File: src/rtl/writeback_stage_pkg.sv
// Shared encodings for the writeback stage: micro-op codes, flag indices,
// condition codes and the writeback FSM states.
package writeback_stage_pkg;

    localparam int UOP_W = 5;

    typedef enum logic [UOP_W-1:0] {
        UOP_ADD = 5'd0,
        UOP_SUB = 5'd1,
        UOP_AND = 5'd2,
        UOP_EOR = 5'd3,
        UOP_LSL = 5'd4,
        UOP_LSR = 5'd5,
        UOP_MOV = 5'd6,
        UOP_CMP = 5'd7,
        UOP_STR = 5'd8,
        UOP_LDR = 5'd9
    } uop_e;

    localparam int FLAG_Z = 0;
    localparam int FLAG_C = 1;
    localparam int FLAG_N = 2;
    localparam int FLAG_V = 3;

    typedef enum logic [3:0] {
        CC_EQ, CC_NE, CC_CS, CC_CC, CC_MI, CC_PL, CC_VS, CC_VC,
        CC_HI, CC_LS, CC_GE, CC_LT, CC_GT, CC_LE, CC_AL, CC_NV
    } cond_e;

    typedef enum logic [1:0] {
        S_IDLE,
        S_MEM,
        S_LDWB
    } state_e;

endpackage

File: src/rtl/writeback_stage_cond_check.sv
// Combinational condition evaluator: flags [Z,C,N,V] + condition code -> pass.
module cond_check
    import writeback_stage_pkg::*;
(
    input  logic [3:0] flags,
    input  logic [3:0] cond,
    output logic       pass
);

    logic z, c, n, v;

    assign z = flags[FLAG_Z];
    assign c = flags[FLAG_C];
    assign n = flags[FLAG_N];
    assign v = flags[FLAG_V];

    always_comb begin
        pass = 1'b0;
        case (cond_e'(cond))
            CC_EQ:   pass = z;
            CC_NE:   pass = !z;
            CC_CS:   pass = c;
            CC_CC:   pass = !c;
            CC_MI:   pass = n;
            CC_PL:   pass = !n;
            CC_VS:   pass = v;
            CC_VC:   pass = !v;
            CC_HI:   pass = c && !z;
            CC_LS:   pass = !c || z;
            CC_GE:   pass = (n == v);
            CC_LT:   pass = (n != v);
            CC_GT:   pass = !z && (n == v);
            CC_LE:   pass = z || (n != v);
            CC_AL:   pass = 1'b1;
            default: pass = 1'b0;
        endcase
    end

endmodule

File: src/rtl/writeback_stage.sv
// Retires ALU micro-ops: owns the flags register, runs the LDR/STR memory
// handshake with a timeout, and issues the single register-file write.
module writeback_stage
    import writeback_stage_pkg::*;
#(
    parameter int DATA_W      = 32,
    parameter int REG_AW      = 4,
    parameter int MEM_TIMEOUT = 255
) (
    input  logic              clk,
    input  logic              reset,
    input  logic              in_valid,
    output logic              in_ready,
    input  logic [UOP_W-1:0]  uop,
    input  logic [REG_AW-1:0] rd,
    input  logic              set_flags,
    input  logic [DATA_W-1:0] alu_out,
    input  logic [3:0]        alu_flags,
    input  logic [DATA_W-1:0] store_data,
    input  logic [3:0]        cond,
    output logic              cond_pass,
    output logic [3:0]        flags,
    output logic              mem_req,
    output logic              mem_we,
    output logic [DATA_W-1:0] mem_addr,
    output logic [DATA_W-1:0] mem_wdata,
    input  logic              mem_ack,
    input  logic [DATA_W-1:0] mem_rdata,
    output logic              rf_we,
    output logic [REG_AW-1:0] rf_waddr,
    output logic [DATA_W-1:0] rf_wdata,
    output logic              fault
);

    localparam int CNT_W = $clog2(MEM_TIMEOUT + 1);

    state_e            state, state_n;
    logic [CNT_W-1:0]  cnt;
    logic [REG_AW-1:0] ld_rd;
    logic              accept;
    logic              is_mem_op;
    logic              tmo;

    assign in_ready  = (state == S_IDLE) && !reset;
    assign accept    = in_valid && in_ready;
    assign is_mem_op = (uop_e'(uop) == UOP_STR) || (uop_e'(uop) == UOP_LDR);
    // Last permitted wait cycle; an ack here still takes priority.
    assign tmo       = (cnt == CNT_W'(MEM_TIMEOUT - 1));

    cond_check u_cond (
        .flags (flags),
        .cond  (cond),
        .pass  (cond_pass)
    );

    always_ff @(posedge clk) begin
        if (reset) state <= S_IDLE;
        else       state <= state_n;
    end

    always_comb begin
        state_n = state;
        case (state)
            S_IDLE: if (accept && is_mem_op) state_n = S_MEM;
            S_MEM: begin
                if (mem_ack)  state_n = mem_we ? S_IDLE : S_LDWB;
                else if (tmo) state_n = S_IDLE;
            end
            S_LDWB:  state_n = S_IDLE;
            default: state_n = S_IDLE;
        endcase
    end

    always_ff @(posedge clk) begin
        if (reset) begin
            flags     <= '0;
            mem_req   <= 1'b0;
            mem_we    <= 1'b0;
            mem_addr  <= '0;
            mem_wdata <= '0;
            rf_we     <= 1'b0;
            rf_waddr  <= '0;
            rf_wdata  <= '0;
            fault     <= 1'b0;
            cnt       <= '0;
            ld_rd     <= '0;
        end else begin
            rf_we <= 1'b0;
            case (state)
                S_IDLE: if (accept) begin
                    case (uop_e'(uop))
                        UOP_ADD, UOP_SUB, UOP_LSL: begin
                            rf_we    <= 1'b1;
                            rf_waddr <= rd;
                            rf_wdata <= alu_out;
                            if (set_flags) flags <= alu_flags;
                        end
                        // Logical ops leave carry/overflow alone.
                        UOP_AND, UOP_EOR, UOP_LSR, UOP_MOV: begin
                            rf_we    <= 1'b1;
                            rf_waddr <= rd;
                            rf_wdata <= alu_out;
                            if (set_flags) begin
                                flags[FLAG_Z] <= alu_flags[FLAG_Z];
                                flags[FLAG_N] <= alu_flags[FLAG_N];
                            end
                        end
                        UOP_CMP: flags <= alu_flags;
                        UOP_STR, UOP_LDR: begin
                            mem_req   <= 1'b1;
                            mem_we    <= (uop_e'(uop) == UOP_STR);
                            mem_addr  <= alu_out;
                            mem_wdata <= store_data;
                            ld_rd     <= rd;
                            cnt       <= '0;
                        end
                        default: ;
                    endcase
                end
                S_MEM: begin
                    if (mem_ack) begin
                        mem_req <= 1'b0;
                        if (!mem_we) begin
                            rf_we    <= 1'b1;
                            rf_waddr <= ld_rd;
                            rf_wdata <= mem_rdata;
                        end
                    end else if (tmo) begin
                        mem_req <= 1'b0;
                        fault   <= 1'b1;
                    end else begin
                        cnt <= cnt + CNT_W'(1);
                    end
                end
                default: ;
            endcase
        end
    end

endmodule

File: config.mk
export PLATFORM = sky130hd
export DESIGN_NAME = writeback_stage
export DESIGN_NICKNAME = d
export VERILOG_FILES = /design/src/rtl/writeback_stage_pkg.sv /design/src/rtl/writeback_stage_cond_check.sv /design/src/rtl/writeback_stage.sv
export SDC_FILE = /design/constraint.sdc
export NUM_CORES = 1
export LEC_CHECK = 0
export CORE_MARGIN = 2
export CORE_UTILIZATION = 44
export CTS_CLUSTER_SIZE = 30
export DETAILED_ROUTE_END_ITERATION = 8
export HOLD_SLACK_MARGIN = 0.08
export PLACE_DENSITY_LB_ADDON = 0.1
export SYNTH_ARGS = -nofsm -noshare
export SYNTH_HDL_FRONTEND = slang
export SYNTH_SLANG_ARGS = --single-unit
export TNS_END_PERCENT = 1
File: constraint.sdc
create_clock -name clk -period 5.8 [get_ports clk]
set_clock_uncertainty 0.05 [all_clocks]
set_input_delay 1.16 -clock clk [delete_from_list [all_inputs] [get_ports clk]]
set_output_delay 1.16 -clock clk [all_outputs]
set_load 0.01 [all_outputs]
# Word-level counts from Yosys, hierarchy flattened
# Cells that the tools add are included.
# Widths: inputs -> output; s select.
[totals]
regBits = 122
latchBits = 0
ram_bits = 0
romBits = 0
input_bits = 118
output_inout_bits = 110
wordCells = 122
n_memories = 0
[classes]
add_sub_neg = 1
mul = 0
div = 0
order_cmp = 0
n_eq_ne = 38
shifts = 0
muxes = 38
bitwise_logic = 1
n_reduce_logical = 31
[ops]
columns = ["op", "n"]
rows = [
  ["$mux 32", 4],
  ["$pmux 32 s2", 1],
  ["$mux 8", 4],
  ["$eq 4x4->1 const B", 7],
  ["$eq 5x3->1 const B", 4],
  ["$mux 4", 5],
  ["$eq 4x3->1 const B", 4],
  ["$ne 2x2->1 const B", 8],
  ["$pmux 8 s2", 1],
  ["$pmux 1 s15", 1],
  ["$reduce_and 5->1", 3],
  ["$eq 5x2->1 const B", 2],
  ["$eq 5x4->1 const B", 2],
  ["$mux 1", 10],
  ["$add 8x1->8 const B", 1],
  ["$eq 4x2->1 const B", 2],
  ["$eq 8x8->1 const B", 1],
  ["$mux 2", 4],
  ["$pmux 1 s2", 4],
  ["$pmux 4 s2", 1],
  ["$reduce_and 4->1", 2],
  ["$reduce_or 7->1", 1],
  ["$pmux 1 s3", 2],
  ["$reduce_and 3->1", 2],
  ["other kinds (21)", 33],
]

# Longest topological paths before layout
# Gate-level depths: netlist (run 1).
[depth]
ltp_word = 6
depth_mapped = 8
ltp_nobuf = 6

# Modules after synthesis
# From an unflattened synthesis (run 1), not the netlist that was laid out.
[hier_totals]
hier_cells = 583
area_unflattened_um2 = 5154.9
[by_module_without_submodules]
columns = ["mod", "n_inst", "cells_per_inst", "area_per_inst_um2", "seq_area_each_um2"]
rows = [
  ["writeback_stage", 1, 555, 4961.0, 2442.3],
  ["cond_check", 1, 28, 193.9, 0.0],
]

# Least setup slack after synthesis (run 1)
# OpenSTA, ideal clock, no wires.
[synth_path]
kind = "in2out"
start = "in cond[0]"
end = "out cond_pass"
t_arrival_ns = 2.216
required_ns = 4.590
path_slack_ns = 2.374
cell_stages = 5
path_buffers = 1
path_cell_list = "clkbuf_1 > nor3_1 > o31ai_1 > a31oi_1 > a311o_1"
[synth_between]
elab_chain_cells = 2
word_cells_on_any_way = 16
classes_between = "14 x eq/ne; 1 x mux; 1 x reduce/logical"
[synth_lines]
columns = ["element", "line_no", "rtl"]
rows = [
  ["start: declaration", "writeback_stage.sv:20", "input logic [3:0] cond,"],
  ["$eq 4x4->1 (tied with other cells)", "writeback_stage_cond_check.sv:19", "case (cond_e'(cond))"],
  ["$pmux 1 s15 *", "writeback_stage_cond_check.sv:19", ""],
  ["end: declaration", "writeback_stage.sv:21", "output logic cond_pass,"],
]
# Mark *: on every way between the ends. The rest lies on a longest branch, timed or not.

# Worst setup path in the final report (run 1)
# Same ends and word-level chain as after synthesis.

==> results of run 1 <==
[cell families after synthesis]
kind of cell / after synthesis / synth area share (%)
buf+inv: 47 / 3.80
mux: 38 / 7.86
flops: 122 / 50.4
fa+ha+maj: 2 / 0.517
xor+xnor: 7 / 1.27
compound gates: 174 / 19.1
simple gates: 189 / 17.0
[power by group]
group          internal [mW]  switching (mW)  leakage [nW]
registers              0.852         0.00759         0.986
clock network          0.738           0.355         0.308
logic                  0.114          0.0743          1.39
total                   1.70           0.437          2.68
[layer usage]
layer / part of all wire (%) / up-vias / wire [um] / GRT usage, %
li1: - / 2410 / - / -
met1: 39 / 2273 / 5880 / 28.5
met2: 50 / 192 / 7560 / 44.4
met3: 8.4 / 30 / 1270 / 8.91
met4: 2.2 / 0 / 330 / 10.3
met5: 0 / - / 0 / 0
[final timing paths]
kind           startpoint            to  cells after the start
min reg2reg  mem_addr[28]  mem_addr[28]                      2
max               cond[0]     cond_pass                      6
min          mem_addr[28]  mem_addr[28]                      2
max reg2reg      state[1]  mem_addr[10]                      5
[flip-flops by register name, indices dropped and copies added (netlist names)]
name / cells
cnt: 8
fault: 1
state: 2
mem_wdata: 32
mem_req: 1
rf_we: 1
mem_addr: 32
rf_waddr: 4
ld_rd: 4
rf_wdata: 32
flags: 4
mem_we: 1
[synthesized netlist by cell type]
cell type	instances
or3b_2	1
mux2i_1	38
nor4_1	1
nor4bb_1	1
nor2b_1	6
o31ai_1	1
a21o_1	1
a21oi_1	116
nand4bb_1	1
clkbuf_1	37
and3b_1	1
inv_1	4
a31oi_1	2
ha_1	2
o311a_1	1
nor2_1	8
nand4_1	2
xor2_1	3
nand2b_1	2
nor3_2	1
nand2_1	142
nand4b_1	1
or3_1	6
nor3_1	2
o21ai_1	33
a211oi_1	1
nand3_1	6
dfxtp_1	122
o21ai_0	12
a311o_1	1
buf_2	6
xnor2_1	4
nor3b_1	4
a22oi_1	1
or2_2	2
and3_1	2
a31o_2	1
o41ai_4	1
o211ai_1	3
[cells in the final DEF (no fill, tap or decap), types with 2 or more instances in the layout]
cell / instances
a21oi_1: 116
and3_1: 2
buf_4: 6
dfxtp_1: 122
inv_1: 4
a31oi_1: 2
clkdlybuf4s50_1: 226
clkinv_2: 4
xnor2_1: 4
xor2_1: 3
bufinv_16: 4
ha_1: 2
or2_2: 2
clkbuf_8: 5
nand2b_1: 2
nand3_1: 6
nor2_1: 8
clkbuf_1: 2
clkbuf_16: 16
mux2i_1: 38
o21ai_0: 12
nor2b_1: 5
o21ai_1: 33
nand4_1: 2
o211ai_1: 3
nor3_1: 2
or3_1: 5
nor3b_1: 4
nand2_1: 142
[worst min-delay path, delay by kind of cell (launching register included)]
| kind | cells | cell delay, ps |
|---|---|---|
| AOI/OAI and AO/OA | 1 | 50 |
| DFF | 1 | 300 |
| and+or+nand+nor | 1 | 50 |
[metrics by stage]
stage                     instances  utilization, %  hold WS [ps]
final                           940            72.2           400
after global placement          909            66.5           391
after CTS                       940            72.2           403
after global routing            940            72.2           419
after detailed placement        909            66.5           395
after floorplan                 579               -           386
[layout make-up]
type	instances	area [um2]	share of cell area, %
Clock buffer	23	477	6.12
Clock inverter	8	140	1.80
Inverter	4	15.0	0.193
Multi-Input combinational cell	410	2230	28.6
Sequential cell	122	2440	31.3
Tap cell	140	175	2.25
Timing Repair Buffer	233	2310	29.7
==> metrics.csv, run 1 <==
stage,metric,value,unit
outcome,status,completed,
sta,setup ws final,1290,ps
synthesis,Mapped Area,4840,um2
power_and_ir_drop,pwr dens,275,nW/um2
hold_path,class of the worst hold path,flip-flop to flip-flop,
clock_tree,TritonCTS clock tree,built,
clock_tree,# hold bufs at CTS,0,
sta,"Setup violations, final",0,
place,"worst slack, placed",1360,ps
sta,clock period minus worst slack,4510,ps
worst_setup_path,critical path's largest stage delay,720,ps
floorplan,IO Pins,228,
synthesis,synthesis-stage register bit count,122,
floorplan,# rows,38,
flow_run,Max-cap violations,0,
grt,first-pass GRT wire length,23700,um
routing,DRT Wirelength,15000,um
clock_tree,Clock Sinks,122,
place,I/O Buffers,227,
clock_tree,Inserted Clock Buffers,17,
power_and_ir_drop,worst vdd ir,179,uV
synthesis,Yosys cell types,39,
floorplan,die area,11900,um2
synthesis,Post-Syn Nets,699,
power_and_ir_drop,Lkg Pwr,2.68,nW
worst_setup_path,Slowest cell on crit path,clkdlybuf4s50_1,
clock_tree,Clock Tree Root,clkbuf_8,
cells_and_area,share of cells above drive strength 1,5.50,%
clock_tree,H-tree depth,4,
synthesis,post-synthesis sequential area ratio,50.4,%
worst_setup_path,Crit path top cell by count,clkdlybuf4s50_1,
grt,antenna violations before repair,0,
worst_setup_path,crit end category,output port,
synthesis,Synth area leaders,"dfxtp_1, a21oi_1, nand2_1",
sta,Rel. slew slack,23.2,%
grt,Total GRT Usage,25.6,%
synthesis,syn avg cell area,8.36,um2
routing,Routed WL per cell,16.0,um
synthesis,top cell type's share of synthesized area,50.4,%
worst_setup_path,critical path's top delay family,buffers and inverters,
floorplan,die span in x,109,um
synthesis,Post-Synthesis Cells,579,
grt,largest net degree at the start of global routing,81,
routing,Vias/cell,5.22,
routing,DRT iter0 DRCs,359,
worst_setup_path,CP Cell Sequence,clkdlybuf4s50_1 -> nor4bb_1 -> o31ai_1 -> a31oi_1 -> a311o_1 -> clkdlybuf4s50_1,
routing,DR pass1 iterations,5,
sta,"Hold Vio Cnt, Final",0,
cells_and_area,diode count,0,
synthesis,YS warnings,0,
clock_tree,Resized cells post-CTS,0,
place,Final Wtd Congestion,0.746,
worst_setup_path,critical path arrival,3300,ps
routing,Vias,4905,
worst_setup_path,crit start category,input pin,
synthesis,"area leader, netlist",dfxtp_1,
cells_and_area,Final nets,908,
worst_setup_path,R2R setup slack,3180,ps
routing,Post-DRT Antenna Nets,0,
floorplan,core area,10800,um2
floorplan,Die Ht,109,um
worst_setup_path,CP Class,input pin to output port,
grt,grt ovf,0,
worst_setup_path,critical path required time,4590,ps
sta,Worst Tran Pin Value,1150,ps
sta,RSZ-0062 raised after global routing,false,
cells_and_area,Filler cells,841,
cells_and_area,fin area,7790,um2
place,DP Wirelength,10200,um
power_and_ir_drop,Design Power,2.14,mW
routing,# DRC,0,
worst_setup_path,critical path buffer and inverter count,2,
clock_tree,maximum clock path buffer count,2,
clock_tree,CTS clock-pin slew for the worst setup and hold paths,50,ps
place,dpl cell area,7180,um2
sta,Pins Over Slew Limit,0,
sta,Fin Setup TNS,0,ps
clock_tree,worst skew pair latency,510,ps
clock_tree,Post-CTS Setup Inserts,0,
sta,Max Clk Rate,0.222,GHz
cells_and_area,Area growth syn-to-layout,60.9,%
grt,vias in the first global route,4950,
worst_setup_path,CP Max Fanout,11,
sta,period utilisation layout,77.8,%
floorplan,Starting Density,44.9,%
No activity file was read; power rests on OpenSTA's default activity.
==> inputs of run 2 (changes only) <==
--- a/config.mk
+++ b/config.mk
@@ -6,7 +6,7 @@
 export NUM_CORES = 1
 export LEC_CHECK = 0
 export CORE_MARGIN = 2
-export CORE_UTILIZATION = 44
+export CORE_UTILIZATION = 37
 export CTS_CLUSTER_SIZE = 30
 export DETAILED_ROUTE_END_ITERATION = 8
 export HOLD_SLACK_MARGIN = 0.08
==> constraint.sdc (replaced) <==
create_clock -name clk -period 3.9 [get_ports clk]
set_clock_uncertainty 0.05 [all_clocks]
set_input_delay 0.78 -clock clk [delete_from_list [all_inputs] [get_ports clk]]
set_output_delay 0.78 -clock clk [all_outputs]
set_load 0.01 [all_outputs]
==> metrics.csv, run 2 (synthesis results as in run 1) <==
stage,metric,value,unit,change
sta,"Setup violations, final",0,,unchanged
flow_run,Max-cap violations,0,,unchanged
cells_and_area,"most common cell after layout, fill and taps aside",clkdlybuf4s50_1,,
routing,Vias,4747,,-3.2%
sta,Max Clk Rate,0.268,GHz,
sta,Rel. slew slack,37.1,%,+14 points
grt,Total GRT Usage,20.5,%,-5.1 points
floorplan,Die Ht,118,um,+8.7%
floorplan,Starting Density,38.1,%,-6.8 points
cells_and_area,Filler cells,1163,,+38%
worst_setup_path,Reg2Reg Depth,5,,unchanged
grt,first-pass GRT wire length,23000,um,-3.1%
grt,antenna violations before repair,1,,+1
clock_tree,Clock Tree Root,clkbuf_16,,
sta,Hold Worst Slack,400,ps,+0.157 ps
sta,Worst Tran Pin Value,941,ps,-210 ps
clock_tree,Post-CTS Setup Inserts,0,,unchanged
place,Final Wtd Congestion,0.797,,+6.8%
grt,grt ovf,0,,unchanged
place,I/O Buffers,227,,unchanged
floorplan,die area,14000,um2,+18%
power_and_ir_drop,pwr dens,382,nW/um2,+39%
clock_tree,worst skew pair latency,410,ps,-100 ps
clock_tree,Inserted Clock Buffers,17,,unchanged
sta,clock period minus worst slack,3730,ps,
sta,Pins Over Slew Limit,0,,unchanged
clock_tree,maximum clock path buffer count,2,,unchanged
clock_tree,CTS clock-pin slew for the worst setup and hold paths,50,ps,about the same
routing,DRT Wirelength,14600,um,-2.7%
cells_and_area,Area growth syn-to-layout,60.2,%,
worst_setup_path,crit end category,output port,,
clock_tree,# hold bufs at CTS,0,,unchanged
floorplan,# rows,41,,+7.9%
cells_and_area,Final nets,909,,+0.11%
power_and_ir_drop,Lkg Pwr,2.65,nW,-1.4%
routing,Post-DRT Antenna Nets,0,,unchanged
routing,# DRC,0,,unchanged
sta,period utilisation layout,95.7,%,
worst_setup_path,critical path arrival,2900,ps,-400 ps
outcome,status,completed,,
clock_tree,TritonCTS clock tree,built,,
sta,Fin Setup TNS,0,ps,unchanged
worst_setup_path,critical path required time,3070,ps,-1520 ps
sta,setup ws final,168,ps,-1120 ps
cells_and_area,Largest regs,"mem_addr: 32 flops, mem_wdata: 32 flops, rf_wdata: 32 flops",,
clock_tree,H-tree depth,4,,unchanged
place,"worst slack, placed",183,ps,-1180 ps
routing,DRT iter0 DRCs,188,,-48%
place,DP Wirelength,10200,um,+0.63%
routing,Routed WL per cell,15.1,um,-5.9%
hold_path,class of the worst hold path,flip-flop to flip-flop,,
cells_and_area,"commonest cells after routing, fill and taps aside","clkdlybuf4s50_1, nand2_1, dfxtp_1",,
cells_and_area,share of cells above drive strength 1,5.13,%,-0.37 points
worst_setup_path,crit start category,input pin,,
routing,Vias/cell,4.88,,-6.4%
grt,largest net degree at the start of global routing,81,,unchanged
clock_tree,Resized cells post-CTS,0,,unchanged
floorplan,core area,12700,um2,+18%
power_and_ir_drop,Design Power,2.96,mW,+38%
clock_tree,Clock Sinks,122,,unchanged
routing,DR pass1 iterations,6,,+1
floorplan,IO Pins,228,,unchanged
power_and_ir_drop,worst vdd ir,217,uV,+21%
hold_path,Hold Crit Depth,2,,unchanged
sta,"Hold Vio Cnt, Final",0,,unchanged
floorplan,die span in x,118,um,+8.7%
sta,RSZ-0062 raised after global routing,false,,
worst_setup_path,CP Class,input pin to output port,,
grt,vias in the first global route,4622,,-6.6%
worst_setup_path,CP Max Fanout,11,,unchanged
run 2: cell count changes in the layout (fill, tap and decap cells not counted), sizes merged:
cell and delta:
bufinv -4, buf +1, clkinv -2, clkbuf +4, diode +1
run 2: critical path: stages:
cell and delay (ps):
clkdlybuf4s50_1 610, nor4bb_1 240, o31ai_1 310, a31oi_1 140, a311o_1 340, clkdlybuf4s50_1 480
run 2: metal layers:
metal | part of all wire [%] | routed length [um] | track usage (%)
met2 | 49 | 7140 | 34.2
met1 | 41 | 6010 | 22.9
met4 | 2.0 | 295 | 8.56
met3 | 8.2 | 1200 | 8.69
met5 | 0 | 0 | 0
run 2: through the flow:
stage / instances / cell area (um2) / utilization, %
after floorplan: 579 / 4840 / -
after global placement: 942 / 7220 / 56.8
after detailed placement: 942 / 7220 / 56.8
after CTS: 971 / 7760 / 61.0
after global routing: 972 / 7760 / 61.0
final: 972 / 7760 / 61.0
run 2: final cells by class:
class | count | area (um2) | share of cell area [%]
Antenna cell | 1 | 2.50 | 0.0323
Tap cell | 172 | 215 | 2.77
Multi-Input combinational cell | 410 | 2230 | 28.8
Inverter | 4 | 15.0 | 0.194
Timing Repair Buffer | 234 | 2320 | 29.9
Sequential cell | 122 | 2440 | 31.5
Clock buffer | 27 | 523 | 6.74
Clock inverter | 2 | 10.0 | 0.129
run 2: final timing paths:
path	from	endpoint	slack [ps]
setup / recovery	cond[0]	cond_pass	170
hold / removal	mem_addr[14]	mem_addr[14]	400
setup reg to reg	state[1]	rf_wdata[1]	1550
hold reg to reg	mem_addr[14]	mem_addr[14]	400
run 2: power by group:
part,leakage (nW),switching (mW),internal (mW)
Combinational,1.39,0.108,0.169
Sequential,0.986,0.0111,1.27
Clock,0.265,0.505,0.899
==> inputs of run 3 (changes only) <==
--- a/config.mk
+++ b/config.mk
@@ -6,12 +6,13 @@
 export NUM_CORES = 1
 export LEC_CHECK = 0
 export CORE_MARGIN = 2
-export CORE_UTILIZATION = 37
+export CORE_UTILIZATION = 38
 export CTS_CLUSTER_SIZE = 30
 export DETAILED_ROUTE_END_ITERATION = 8
 export HOLD_SLACK_MARGIN = 0.08
 export PLACE_DENSITY_LB_ADDON = 0.1
 export SYNTH_ARGS = -nofsm -noshare
 export SYNTH_HDL_FRONTEND = slang
+export SYNTH_HIERARCHICAL = 1
 export SYNTH_SLANG_ARGS = --single-unit
 export TNS_END_PERCENT = 1
==> constraint.sdc (replaced) <==
create_clock -name clk -period 3.1 [get_ports clk]
set_clock_uncertainty 0.05 [all_clocks]
set_input_delay 0.62 -clock clk [delete_from_list [all_inputs] [get_ports clk]]
set_output_delay 0.62 -clock clk [all_outputs]
set_load 0.01 [all_outputs]
==> metrics.csv, run 3 <==
stage,metric,value,unit,change
outcome,status,completed,,
synthesis,Post-synth EDFFs,0,,unchanged
cells_and_area,"commonest cells after routing, fill and taps aside","clkdlybuf4s50_1, nand2_1, dfxtp_1",,
clock_tree,CTS clock-pin slew for the worst setup and hold paths,50,ps,about the same
clock_tree,maximum clock path buffer count,2,,unchanged
power_and_ir_drop,P_sw,841,uW,+35%
grt,first-pass GRT wire length,24400,um,+6.3%
worst_setup_path,CP endpoint,cond_pass,,
clock_tree,# hold bufs at CTS,0,,unchanged
synthesis,synthesis-stage register bit count,122,,unchanged
power_and_ir_drop,Pint,2.96,mW,+27%
sta,"Setup violations, final",0,,unchanged
routing,Vias/cell,4.94,,+1.1%
routing,DRT Wirelength,15200,um,+3.6%
synthesis,Yosys cell types,47,,+21%
sta,Worst Tran Pin Value,1060,ps,+117 ps
cells_and_area,Filler cells,1153,,-0.86%
grt,vias in the first global route,5015,,+8.5%
synthesis,Synth area leaders,"dfxtp_1, nand2_1, a211oi_2",,
power_and_ir_drop,Design Power,3.80,mW,+28%
worst_setup_path,CP Max Fanout,5,,-6
routing,DR pass1 iterations,4,,-2
cells_and_area,Area growth syn-to-layout,58.4,%,
worst_setup_path,Reg2Reg Depth,5,,unchanged
power_and_ir_drop,combinational share of power,10.1,%,+0.7 points
place,DP Wirelength,10800,um,+6.0%
power_and_ir_drop,Clk pwr share,47.5,%,about the same
synthesis,Post-Syn Nets,703,,+0.57%
sta,Rel. slew slack,29.5,%,-7.7 points
power_and_ir_drop,sequential fraction of design power,42.4,%,-0.8 points
synthesis,"Async S/R FF share, synth",0,%,unchanged
worst_setup_path,crit start category,input pin,,
floorplan,Starting Density,38.9,%,+0.87 points
cells_and_area,"most common cell after layout, fill and taps aside",clkdlybuf4s50_1,,
cells_and_area,diode count,0,,-1
worst_setup_path,critical path arrival,2320,ps,-580 ps
cells_and_area,FF/Latch Area,2440,um2,unchanged
place,Inst Count DP,959,,+1.8%
cells_and_area,share of cells above drive strength 1,11.3,%,+6.2 points
synthesis,syn avg cell area,8.84,um2,+5.7%
routing,Vias,4891,,+3.0%
worst_setup_path,worst reg2reg startpoint,state[1],,
synthesis,"area leader, netlist",dfxtp_1,,
cells_and_area,Largest regs,"mem_addr: 32 flops, mem_wdata: 32 flops, rf_wdata: 32 flops",,
worst_setup_path,CP Class,input pin to output port,,
hold_path,class of the worst hold path,flip-flop to flip-flop,,
clock_tree,Inserted Clock Buffers,17,,unchanged
worst_setup_path,critical path's largest stage delay,500,ps,-110 ps
worst_setup_path,critical path's top delay family,buffers and inverters,,
clock_tree,Post-CTS Setup Inserts,0,,unchanged
synthesis,Mapped Area,5150,um2,+6.5%
power_and_ir_drop,pwr dens,465,nW/um2,+22%
power_and_ir_drop,Lkg Pwr,2.76,nW,+4.2%
cells_and_area,"Cell Count, Final, Fillers Out",991,,+2.0%
grt,Total GRT Usage,21.4,%,+0.87 points
worst_setup_path,Crit path top cell by count,clkdlybuf4s50_1,,
synthesis,post-synthesis sequential area ratio,47.4,%,-3.1 points
worst_setup_path,critical path required time,2430,ps,-640 ps
synthesis,most used flip-flop cell after synthesis,dfxtp_1,,
worst_setup_path,Worst path depth,6,,unchanged
worst_setup_path,R2R setup slack,870,ps,-680 ps
worst_setup_path,CP Cell Sequence,clkdlybuf4s50_1 -> xor2_1 -> a21oi_1 -> nor3_1 -> a211o_1 -> clkdlybuf4s50_1,,
synthesis,top-count cell post-synth,nand2_1,,
sta,Max Clk Rate,0.334,GHz,
floorplan,die area,14500,um2,+3.5%
synthesis,commonest cells in the netlist,"nand2_1, dfxtp_1, a21oi_1",,
worst_setup_path,critical path buffer and inverter count,2,,unchanged
worst_setup_path,crit end category,output port,,
power_and_ir_drop,switch share,22.1,%,+1.1 points
worst_setup_path,crit path from,cond[0],,
sta,Pins Over Slew Limit,0,,unchanged
routing,DRT iter0 DRCs,166,,-12%
worst_setup_path,Slowest cell on crit path,clkdlybuf4s50_1,,
grt,largest net degree at the start of global routing,89,,+9.9%
synthesis,YS warnings,6,,+6
grt,antenna violations before repair,0,,-1
clock_tree,H-tree depth,4,,unchanged
synthesis,Post-Synthesis Cells,583,,+0.69%
sta,RSZ-0062 raised after global routing,false,,
clock_tree,TritonCTS clock tree,built,,
cells_and_area,final core area utilization,61.7,%,+0.68 points
sta,period utilisation layout,96.6,%,
sta,clock period minus worst slack,2990,ps,
floorplan,# rows,42,,+2.4%
place,Final Wtd Congestion,0.778,,-2.4%
floorplan,IO Pins,228,,unchanged
clock_tree,Clock Sinks,122,,unchanged
worst_setup_path,R2R Path End,mem_wdata[11],,
clock_tree,worst skew pair latency,410,ps,about the same
routing,# DRC,0,,unchanged
floorplan,core area,13200,um2,+4.1%
clock_tree,Resized cells post-CTS,2,,+2
grt,grt ovf,0,,unchanged
power_and_ir_drop,worst vdd ir,324,uV,+49%
routing,Routed WL per cell,15.3,um,+1.6%
routing,Post-DRT Antenna Nets,0,,unchanged
synthesis,top cell type's share of synthesized area,47.4,%,-3.1 points
sta,"Hold Vio Cnt, Final",0,,unchanged
cells_and_area,area taken by multi-input logic gates,2500,um2,+12%
place,I/O Buffers,227,,unchanged
floorplan,die span in x,120,um,+1.8%
cells_and_area,Final nets,922,,+1.4%
sta,Hold Worst Slack,401,ps,+0.515 ps
flow_run,Max-cap violations,0,,unchanged
floorplan,Die Ht,120,um,+1.8%
clock_tree,Clock Tree Root,clkbuf_16,,
run 3: cell types whose count changed after synthesis, sizes merged, moves of 2 or more:
cell and change:
clkbuf -8, nor2 +45, a21oi -41, nor2b -4, o21ai -41, inv -2
xnor2 -2, or3 -6, nand2b +3, a211o +2, a211oi +38, nor3 +4
buf +9
run 3: how the worst min path moves through the flow:
stage | start | depth (start not counted) | slack [ps] | end
floorplan | ld_rd[0] | 2 | 390 | ld_rd[0]
global placement | ld_rd[0] | 2 | 390 | ld_rd[0]
detailed placement | mem_wdata[2] | 2 | 400 | mem_wdata[2]
CTS | mem_wdata[2] | 2 | 400 | mem_wdata[2]
global route | mem_wdata[19] | 2 | 420 | mem_wdata[19]
finish | mem_wdata[18] | 2 | 400 | mem_wdata[18]
run 3: cells by family (layout without fill, tap and decap cells):
group	count (synthesis)	count (layout)	synth area share [%]
buffers and inverters	46	278	4.47
xor gates and xnor gates	5	5	0.995
adders and majority gates	2	2	0.485
muxes	40	40	7.86
and+or+nand+nor	234	234	19.6
AOI/OAI and AO/OA	134	134	19.2
DFF	122	122	47.4
run 3: cell type report:
cell class / count / area share [%]
tap: 176 / 2.70
inverter: 2 / 0.0919
timing repair buffer: 244 / 30.1
multi-input combinational: 415 / 30.6
clock inverter: 9 / 0.889
clock buffer: 23 / 5.73
sequential: 122 / 29.9
run 3: power groups by stage:
| stage | clock (mW) | sequential [mW] | combinational, mW |
|---|---|---|---|
| after floorplan | 0 | 1.65 | 0.132 |
| after global placement | 0 | 1.64 | 0.379 |
| after detailed placement | 0 | 1.64 | 0.388 |
| after CTS | 1.84 | 1.61 | 0.388 |
| after global routing | 1.91 | 1.61 | 0.416 |
| final | 1.80 | 1.61 | 0.386 |
run 3: worst reg2reg max path, stage by stage, from the launching register on:
cell and delay (ps):
dfxtp_1 370, or2_2 420, or4_2 730, buf_4 290
nand2_1 120, a21oi_1 80
run 3: layer usage:
layer | vias up | global-route usage [%] | share of wire (%)
met3 | 22 | 7.97 | 6.7
met5 | - | 0 | 0
met1 | 2294 | 23.3 | 40
met2 | 138 | 37.4 | 51
met4 | 0 | 8.28 | 1.7
li1 | 2437 | - | -
run 3: metrics by stage:
step	TNS (ps)	setup WS (ps)	instance area, um2
detailed placement	-129	-129	7620
global route	0	20.0	8170
floorplan	0	838	5150
global placement	-120	-120	7620
CTS	0	0.130	8160
finish	0	106	8170
